`src/rtl/cpu_pkg.sv`:
```
// Shared types and defaults for the CPU memory-port logic.
package cpu_pkg;

    localparam int unsigned DEF_ADDR_W   = 32;
    localparam int unsigned DEF_DATA_W   = 32;
    localparam int unsigned DEF_WAIT_MAX = 16;

    // Arbiter FSM states.
    typedef enum logic [1:0] {
        IDLE  = 2'd0,
        GNT_D = 2'd1,
        GNT_I = 2'd2
    } arb_state_e;

    // Requester identity; the value doubles as the bit index in request vectors.
    typedef enum logic {
        FETCH = 1'b0,
        DATA  = 1'b1
    } grant_id_e;

endpackage

```
`src/rtl/arb_rr2.sv`:
```
// Two-way round-robin picker: a lone requester wins, a tie goes to the one
// that did not win last time.
module arb_rr2
    import cpu_pkg::*;
(
    input  logic [1:0] req,
    input  grant_id_e  last_grant,
    output logic       valid,
    output grant_id_e  grant
);

    // Pick a winner from the request vector.
    always_comb begin
        valid = |req;
        grant = FETCH;
        if (req[DATA] && req[FETCH]) begin
            grant = (last_grant == FETCH) ? DATA : FETCH;
        end else if (req[DATA]) begin
            grant = DATA;
        end
    end

endmodule

```
`src/rtl/mem_port_arbiter.sv`:
```
// Shares one single-port memory between the fetch and load/store requesters,
// stalls the pipeline while a request is outstanding and bounds memory wait
// time with a sticky timeout flag.
module mem_port_arbiter
    import cpu_pkg::*;
#(
    parameter int unsigned ADDR_W   = DEF_ADDR_W,
    parameter int unsigned DATA_W   = DEF_DATA_W,
    parameter int unsigned WAIT_MAX = DEF_WAIT_MAX
) (
    input  logic              clk_i,
    input  logic              rst_i,
    input  logic              if_req_i,
    input  logic [ADDR_W-1:0] if_addr_i,
    output logic [DATA_W-1:0] if_rdata_o,
    output logic              if_ready_o,
    input  logic              d_req_i,
    input  logic              d_we_i,
    input  logic [ADDR_W-1:0] d_addr_i,
    input  logic [DATA_W-1:0] d_wdata_i,
    output logic [DATA_W-1:0] d_rdata_o,
    output logic              d_ready_o,
    output logic              mem_req_o,
    output logic              mem_we_o,
    output logic [ADDR_W-1:0] mem_addr_o,
    output logic [DATA_W-1:0] mem_wdata_o,
    input  logic [DATA_W-1:0] mem_rdata_i,
    input  logic              mem_ack_i,
    output logic              stall_o,
    output logic              err_o
);

    localparam int unsigned CNT_W = 8;
    // Last un-acked grant cycle allowed before the access is aborted.
    localparam logic [CNT_W-1:0] CNT_LAST = CNT_W'(WAIT_MAX - 1);

    arb_state_e        state_q, state_d;
    logic [CNT_W-1:0]  cnt_q, cnt_d;
    grant_id_e         last_q, last_d;
    logic              mem_req_q, mem_req_d;
    logic              mem_we_q, mem_we_d;
    logic [ADDR_W-1:0] mem_addr_q, mem_addr_d;
    logic [DATA_W-1:0] mem_wdata_q, mem_wdata_d;
    logic              if_ready_q, if_ready_d;
    logic [DATA_W-1:0] if_rdata_q, if_rdata_d;
    logic              d_ready_q, d_ready_d;
    logic [DATA_W-1:0] d_rdata_q, d_rdata_d;
    logic              err_q, err_d;

    logic [1:0]        elig;
    logic              pick_valid;
    grant_id_e         pick;
    logic              done;
    logic [DATA_W-1:0] done_data;

    // A requester that completes this cycle is masked so its held request
    // is not mistaken for a new one.
    assign elig = {d_req_i & ~d_ready_q, if_req_i & ~if_ready_q};

    arb_rr2 u_arb (
        .req        (elig),
        .last_grant (last_q),
        .valid      (pick_valid),
        .grant      (pick)
    );

    // Next-state and registered-output logic.
    always_comb begin
        state_d     = state_q;
        cnt_d       = cnt_q;
        last_d      = last_q;
        mem_req_d   = mem_req_q;
        mem_we_d    = mem_we_q;
        mem_addr_d  = mem_addr_q;
        mem_wdata_d = mem_wdata_q;
        if_ready_d  = 1'b0;
        if_rdata_d  = if_rdata_q;
        d_ready_d   = 1'b0;
        d_rdata_d   = d_rdata_q;
        err_d       = err_q;
        done        = 1'b0;
        done_data   = '0;

        unique case (state_q)
            IDLE: begin
                if (pick_valid) begin
                    mem_req_d = 1'b1;
                    last_d    = pick;
                    cnt_d     = '0;
                    if (pick == DATA) begin
                        state_d     = GNT_D;
                        mem_we_d    = d_we_i;
                        mem_addr_d  = d_addr_i;
                        mem_wdata_d = d_wdata_i;
                    end else begin
                        state_d     = GNT_I;
                        mem_we_d    = 1'b0;
                        mem_addr_d  = if_addr_i;
                        mem_wdata_d = '0;
                    end
                end
            end
            GNT_D, GNT_I: begin
                if (mem_ack_i) begin
                    done      = 1'b1;
                    // Stores return zero rather than whatever the bus carries.
                    done_data = mem_we_q ? '0 : mem_rdata_i;
                end else if (cnt_q == CNT_LAST) begin
                    done  = 1'b1;
                    err_d = 1'b1;
                end else begin
                    cnt_d = cnt_q + CNT_W'(1);
                end
            end
            default: state_d = IDLE;
        endcase

        if (done) begin
            state_d   = IDLE;
            mem_req_d = 1'b0;
            cnt_d     = '0;
            if (state_q == GNT_D) begin
                d_ready_d = 1'b1;
                d_rdata_d = done_data;
            end else begin
                if_ready_d = 1'b1;
                if_rdata_d = done_data;
            end
        end
    end

    // State registers; reset abandons any in-flight access.
    always_ff @(posedge clk_i or posedge rst_i) begin
        if (rst_i) begin
            state_q     <= IDLE;
            cnt_q       <= '0;
            last_q      <= FETCH;
            mem_req_q   <= 1'b0;
            mem_we_q    <= 1'b0;
            mem_addr_q  <= '0;
            mem_wdata_q <= '0;
            if_ready_q  <= 1'b0;
            if_rdata_q  <= '0;
            d_ready_q   <= 1'b0;
            d_rdata_q   <= '0;
            err_q       <= 1'b0;
        end else begin
            state_q     <= state_d;
            cnt_q       <= cnt_d;
            last_q      <= last_d;
            mem_req_q   <= mem_req_d;
            mem_we_q    <= mem_we_d;
            mem_addr_q  <= mem_addr_d;
            mem_wdata_q <= mem_wdata_d;
            if_ready_q  <= if_ready_d;
            if_rdata_q  <= if_rdata_d;
            d_ready_q   <= d_ready_d;
            d_rdata_q   <= d_rdata_d;
            err_q       <= err_d;
        end
    end

    assign mem_req_o   = mem_req_q;
    assign mem_we_o    = mem_we_q;
    assign mem_addr_o  = mem_addr_q;
    assign mem_wdata_o = mem_wdata_q;
    assign if_ready_o  = if_ready_q;
    assign if_rdata_o  = if_rdata_q;
    assign d_ready_o   = d_ready_q;
    assign d_rdata_o   = d_rdata_q;
    assign err_o       = err_q;

    // Gated by reset so the pipeline sees no stall while the port is held in reset.
    assign stall_o = ~rst_i & ((if_req_i & ~if_ready_q) | (d_req_i & ~d_ready_q));

endmodule

```
`config.mk`:
```
export PLATFORM = sky130hd
export DESIGN_NAME = mem_port_arbiter
export DESIGN_NICKNAME = d
export VERILOG_FILES = /design/src/rtl/cpu_pkg.sv /design/src/rtl/arb_rr2.sv /design/src/rtl/mem_port_arbiter.sv
export SDC_FILE = /design/constraint.sdc
export NUM_CORES = 1
export LEC_CHECK = 0
export ABC_AREA = 1
export CORE_UTILIZATION = 34
export DETAILED_ROUTE_END_ITERATION = 6
export MAX_ROUTING_LAYER = met4
export PLACE_DENSITY_LB_ADDON = 0.3
export SLEW_MARGIN = 5
export SYNTH_ARGS = -nofsm -noshare
export SYNTH_HDL_FRONTEND = slang
export SYNTH_SLANG_ARGS = --single-unit
```
`constraint.sdc`:
```
create_clock -name clk_i -period 5.4 [get_ports clk_i]
set_clock_uncertainty 0.15 [all_clocks]
set_input_delay 1.62 -clock clk_i [delete_from_list [all_inputs] [get_ports clk_i]]
set_output_delay 1.62 -clock clk_i [all_outputs]
set_load 0.03 [all_outputs]
```
# --- Word level (Yosys, flattened, before mapping) ---
# Index checks and enable logic that the tools add are counted.
word_totals:
  elab_cells: 71
  regBits: 144
op_classes:
  bitwise_logic: 9
  muxes: 28
  n_eq_ne: 7
  n_reduce_logical: 14
  n_addsub: 1
op_table:
  columns: ["op", "count"]
  rows:
  - ["32-bit two-way mux", 5]
  - ["8-bit two-way mux", 4]
  - ["8-bit case mux with 2 select lines", 1]
  - ["1-bit two-way mux", 14]
  - ["2-bit AND reduction", 5]
  - ["3-bit inequality test, second input constant", 3]
  - ["8-bit by 1-bit adder with 8-bit output, second input constant", 1]
  - ["8-bit by 4-bit == test with 1-bit output, second input constant", 1]
  - ["2-bit two-way mux", 3]
  - ["1-bit inverter", 5]
  - ["2-bit case mux with 2 select lines", 1]
  - ["4-bit AND reduction", 1]
  - ["2-bit nonzero test", 2]
  - ["2-bit OR reduction", 2]
  - ["1-bit bitwise AND", 3]
  - ["3-bit AND reduction", 1]
  - ["3-bit nonzero test", 1]
  - ["2-bit by 1-bit == test with 1-bit output, second input constant", 1]
  - ["2-bit == test, second input constant", 1]
  - ["2-bit logical NOT", 1]
  - ["2-bit inequality test, second input constant", 1]
  - ["1-bit logical AND", 1]
  - ["1-bit OR", 1]

# --- Longest topological paths before layout ---
# Gate-level depths: netlist of run 1.
logic_depth:
  word_depth: 8
  depth_mapped: 9
  depth_no_buf: 9

# --- By module ---
# A second synthesis of run 1 with hierarchy kept.
unflattened:
  cells_unflattened: 783
  area_unflattened_um2: 6421.2
by_module_without_submodules:
  columns: ["mod", "cells_per_inst", "instances", "seq_area_each_um2", "area_per_inst_um2"]
  rows:
  - ["mem_port_arbiter", 780, 1, 3603.5, 6406.1]
  - ["arb_rr2", 3, 1, 0.0, 15.0]

# --- Least setup slack after synthesis of run 1 ---
# No wires, ideal clock.
synth_path:
  path_kind: "input to output"
  startpoint: "in d_req_i"
  endpoint: "out stall_o"
  n_path_buf: 0
  required_ns: 3.630
  arrival_time_ns: 2.308
  path_stages: 6
  slack_ns: 1.322
  path_cell_list: "inv_1 -> nor2_1 -> inv_1 -> nand2_1 -> inv_1 -> nor2_1"
synth_between:
  elab_chain_len: 3
synth_rtl:
  columns: ["element", "line_no", "text"]
  rows:
  - ["start: declaration", "mem_port_arbiter.sv:17", "input logic d_req_i,"]
  - ["1-bit bitwise AND", "mem_port_arbiter.sv:174", "assign stall_o = ~rst_i & ((if_req_i & ~if_ready_q) | (d_req_i & ~d_ready_q));"]
  - ["1-bit OR", "mem_port_arbiter.sv:174", null]
  - ["1-bit bitwise AND", "mem_port_arbiter.sv:174", null]
  - ["end: declaration", "mem_port_arbiter.sv:29", "output logic stall_o,"]
# No other way between the ends.

# --- Worst setup path after layout of run 1 ---
# Same ends and word-level chain as after synthesis.

==> impl_metrics.ini, run 1 <==
[clocking]
clock_path_buffers = 2
cts_root_buffer = clkbuf_16
hold_buffers = 0
cts_made_buffers = 17
path_clk_slew_ns = 0.06
cts.repair.resized = 0
post_cts_buffers = 0
htreeDepth = 4
cts_num_sinks = 144
cts_tree = done
clk_latency_ns = 0.41

[worst_setup_path]
arrival_ns = 3.18
r2r_start = cnt_q[0]
cp-endpoint = stall_o
end_kind = output pin
r2r_slack_ns = 2.80
cp.required_ns = 3.63
start_kind = input port
r2r_end = if_rdata_o[27]
crit_fanout = 3
worst-setup-path-type = in -> out
r2r_cells = 7
critPathLaunch = d_req_i

[worst_hold_path]
whs_path_depth = 1
min_path_type = reg -> reg

[run_status]
status = finished clean

[cells_and_area]
diodes = 0
area_growth_pct = 55.0
final_util_pct = 53.9
final_layout_size_suffix_gt1_share_pct = 4.82
fill_cells = 1671
nets = 1100

[sta]
max_freq_mhz = 202
slew_violations = 0
period_share_pct = 91.7
layout_setup_ws_ns = 0.448
slew_headroom_pct = 33.2
fin_crit_ns = 4.95
rsz0062_at_grt = false
holdWs_ns = 0.329
setup_viol = 0
finalHoldViolCount = 0
worstMarginPinSlew_ns = 0.995
timing.setup.tns_ns = 0

[grt]
antenna_found_initial = 0
grt_max_degree = 84
grt_pass1_vias = 5518
grt_usage_pct = 20.5
grt-ovfl-total = 0
grt_pass1_wl_mm = 28.6

[route]
viasPerCell = 4.74
first_iter_violations = 232
ant_nets = 0
drc = 0
via_count = 5708
wl_mm = 18.8
wl_per_cell_um = 15.6
firstDrtPassIters = 4

[placement]
hpwlAfterDp_mm = 12.4
gp_congestion = 0.787
dp_slack_ns = 0.460
portBuffers = 267

[power_and_ir_drop]
peakVddDrop_mv = 0.289
leakage_nw = 4.61
p_per_area_nw_per_um2 = 630
power_w = 0.00610

[synthesis]
ys_ff_latch = 144
synth_warnings = 0
synth_fp_nets = 847
synth_cell_types = 29
synth_edf_count = 0
synth_cells = 710
ys_seq_area_share_pct = 57.7
async_flop_share_pct = 100
syn_avg_cell_area_um2 = 8.79
synth.cell_area_um2 = 6240
ys.flop_type = dfrtp_1

[floorplan]
die_area_um2 = 18900
fp.coreArea_um2 = 18000
die_w_um = 137
rows = 49
ios = 268
initial_core_util_pct = 34.7
die_h_um = 137

[run]
cap_violations = 0
-- per-layer routing --
metal	wire, um	GRT usage, %
met1	8220	25.1
met2	8750	32.7
met3	1700	5.78
met4	133	6.35
met5	0	-
-- final cells by class --
type                            instances  area (um^2)  share of cell area [%]
Tap cell                              229          287                    2.96
Clock inverter                         12          184                    1.90
Clock buffer                           19          433                    4.47
Sequential cell                       144         3600                    37.2
Inverter                               52          199                    2.06
Multi-Input combinational cell        472         2220                    22.9
Timing Repair Buffer                  276         2750                    28.5
-- per-stage QoR --
step	area, um^2	std cells
floorplan	6240	710
global placement	9060	1173
detailed placement	9060	1173
CTS	9670	1204
global route	9670	1204
finish	9670	1204
-- sequential cells by signal, indices dropped and copies added, names as in the netlist --
| register | count |
|---|---|
| state_q | 2 |
| mem_req_o | 1 |
| if_ready_o | 1 |
| if_rdata_o | 32 |
| mem_addr_o | 32 |
| d_rdata_o | 32 |
| mem_we_o | 1 |
| mem_wdata_o | 32 |
| d_ready_o | 1 |
| err_o | 1 |
| last_q | 1 |
| cnt_q | 8 |
-- kinds of logic (layout without fill, tap and decap cells) --
kind of cell               after synthesis  in the layout  share of synthesized area, %
and+or+nand+nor                        301            301                          19.1
AOI/OAI and AO/OA                      166            166                          15.5
DFF                                    144            144                          57.7
buffers and inverters                   94            359                          6.80
adders and majority gates                3              3                         0.602
xor gates and xnor gates                 2              2                         0.281
-- power by group --
part / total [W] / switching [W] / internal [W]
clock: 0.00125 / 0.000469 / 0.000776
combinational: 0.00306 / 0.00189 / 0.00117
sequential: 0.00179 / 0.000245 / 0.00155
-- worst min path at each step --
stage	startpoint	to
CTS	d_rdata_o[26]	d_rdata_o[26]
floorplan	state_q[1]	state_q[1]
global placement	err_o	err_o
finish	err_o	err_o
detailed placement	d_rdata_o[26]	d_rdata_o[26]
global route	err_o	err_o
-- cell usage after synthesis (2+ instances only) --
cell | n | area [um^2]
nand2_1 | 204 | 766
dfrtp_1 | 144 | 3600
nor2_1 | 78 | 293
a21oi_1 | 64 | 320
o21ai_0 | 61 | 305
inv_1 | 50 | 188
a22o_1 | 32 | 280
buf_2 | 18 | 90.1
clkbuf_1 | 14 | 52.6
nand4_1 | 7 | 43.8
clkbuf_2 | 6 | 30.0
nand3_1 | 5 | 25.0
o21ai_1 | 5 | 25.0
buf_8 | 3 | 45.0
ha_1 | 3 | 37.5
o21bai_1 | 2 | 15.0
xor2_1 | 2 | 17.5
-- critical path, stage by stage --
cell and delay [ns]:
clkdlybuf4s50_1 0.46, inv_1 0.04, nor2_1 0.11, inv_1 0.06, nand2_1 0.11, inv_1 0.05, nor2_1 0.07, clkdlybuf4s50_1 0.67
-- cell usage in the layout (no fill, tap or decap), drive strengths merged --
master / instances
inv: 53
nand3: 6
dfrtp: 144
o21a: 1
clkinvlp: 3
nand4: 7
o21ai: 66
ha: 3
nor3: 1
a21oi: 64
nor2: 81
clkbuf: 19
o21bai: 3
buf: 9
clkdlybuf4s50: 267
a22o: 32
bufinv: 4
nor3b: 1
xor2: 2
nand2: 205
clkinv: 4
Power figures use the tool's default switching activity.
==> run 2: changes to the inputs <==
==> constraint.sdc (replaced) <==
create_clock -name clk_i -period 6.3 [get_ports clk_i]
set_clock_uncertainty 0.15 [all_clocks]
set_input_delay 1.89 -clock clk_i [delete_from_list [all_inputs] [get_ports clk_i]]
set_output_delay 1.89 -clock clk_i [all_outputs]
set_load 0.03 [all_outputs]
==> impl_metrics.ini, run 2 (same netlist as run 1, synthesis figures left out) <==
[floorplan]
initial_core_util_pct = 34.7
ios = 268
die_w_um = 137
rows = 49
fp.coreArea_um2 = 18000
die_h_um = 137
die_area_um2 = 18900

[run_status]
status = finished clean

[worst_setup_path]
crit_fanout = 3
slowest_delay_ns = 0.67
cpMaxStageDelayCell = clkdlybuf4s50_1
r2r_start = cnt_q[0]
arrival_ns = 3.45
start_kind = input port
worst-setup-path-type = in -> out
critPathLaunch = d_req_i
path_common_cell = inv_1
end_kind = output pin
crit_chain = clkdlybuf4s50_1 > inv_1 > nor2_1 > inv_1 > nand2_1 > inv_1 > nor2_1 > clkdlybuf4s50_1
cp.required_ns = 4.26

[grt]
grt_usage_pct = 20.9
antenna_found_initial = 2
grt_pass1_wl_mm = 29.3
grt-ovfl-total = 0
grt_pass1_vias = 5536
grt_max_degree = 96

[clocking]
path_clk_slew_ns = 0.06
post_cts_buffers = 0
cts.repair.resized = 0
hold_buffers = 0
cts_root_buffer = clkbuf_16
clk_latency_ns = 0.42
clock_path_buffers = 2
cts_num_sinks = 144
cts_made_buffers = 17
htreeDepth = 4
cts_tree = done

[sta]
worstMarginPinSlew_ns = 1.05
slew_headroom_pct = 30.1
max_freq_mhz = 182
period_share_pct = 87.1
rsz0062_at_grt = false
fin_crit_ns = 5.49
timing.setup.tns_ns = 0
setup_viol = 0
finalHoldViolCount = 0
slew_violations = 0

[cells_and_area]
seqCellArea_um2 = 3600
final_layout_size_suffix_gt1_share_pct = 4.83
multi_input_area_um2 = 2220
area_growth_pct = 53.6
layout_common_cells = clkdlybuf4s50_1, nand2_1, dfrtp_1
nets = 1099
fill_cells = 1716
final_common_cell = clkdlybuf4s50_1

[worst_hold_path]
hold_start = err_o
min_path_type = reg -> reg

[run]
cap_violations = 0

[power_and_ir_drop]
leakage_nw = 4.56
peakVddDrop_mv = 0.317
p_per_area_nw_per_um2 = 532
power_w = 0.00510

[placement]
portBuffers = 267
gp_congestion = 0.768
hpwlAfterDp_mm = 12.6

[route]
wl_mm = 19.1
first_iter_violations = 237
via_count = 5748
firstDrtPassIters = 4
drc = 0
viasPerCell = 4.77
ant_nets = 0
wl_per_cell_um = 15.8
[run 2: cell types whose count changed in the layout (fill, tap and decap cells not counted)]
cell / previous run / this run
buf_12: 1 / 0
bufinv_16: 4 / 0
clkbuf_1: 2 / 1
clkbuf_8: 0 / 2
clkinv_4: 2 / 0
clkinvlp_4: 3 / 7
diode_2: 0 / 2
inv_6: 3 / 4
[run 2: through the flow]
stage                     cells  util, %  hold WS [ns]  setup WS (ns)  instance area, um^2
after detailed placement   1172     50.3         0.314          0.813                 9040
final                      1205     53.4         0.328          0.812                 9580
after floorplan             710        -         0.292          0.394                 6240
after global placement     1172     50.3         0.311          0.830                 9040
after CTS                  1203     53.3         0.333          0.810                 9580
after global routing       1205     53.4         0.358          0.640                 9580
[run 2: power breakdown]
group / switching, W / internal [W] / total [W]
logic: 0.00163 / 0.00100 / 0.00263
clock network: 0.000405 / 0.000524 / 0.000929
registers: 0.000209 / 0.00133 / 0.00154
[run 2: per-layer routing]
layer	vias to the layer above	routed length [um]	share of wire (%)	track usage, %
met3	17	2100	11	8.57
met5	-	0	0	-
met1	2711	7880	41	24.4
li1	2796	-	-	-
met4	0	233	1.2	5.98
met2	224	8880	47	32.9
[run 2: worst paths after layout]
check                      cells after the start  slack [ns]             end
max in group asynchronous                      3        3.16  if_rdata_o[27]
min reg2reg                                    1        0.33           err_o
max reg2reg                                    7        3.57  if_rdata_o[19]
min in group asynchronous                      2        1.91   mem_addr_o[5]
min                                            1        0.33           err_o
max                                            8        0.81         stall_o
[run 2: critical path, delay by kind of cell]
| kind | cells | cell delay, ns |
|---|---|---|
| AND/OR/NAND/NOR | 3 | 0.30 |
| buffers and inverters | 5 | 1.26 |
[run 2: layout make-up]
type / instances / share of cell area, %
antenna: 2 / 0.0522
clock buffer: 20 / 4.77
clock inverter: 11 / 0.875
inverter: 52 / 2.09
multi-input combinational: 472 / 23.1
sequential: 144 / 37.6
tap: 229 / 2.99
timing repair buffer: 275 / 28.5
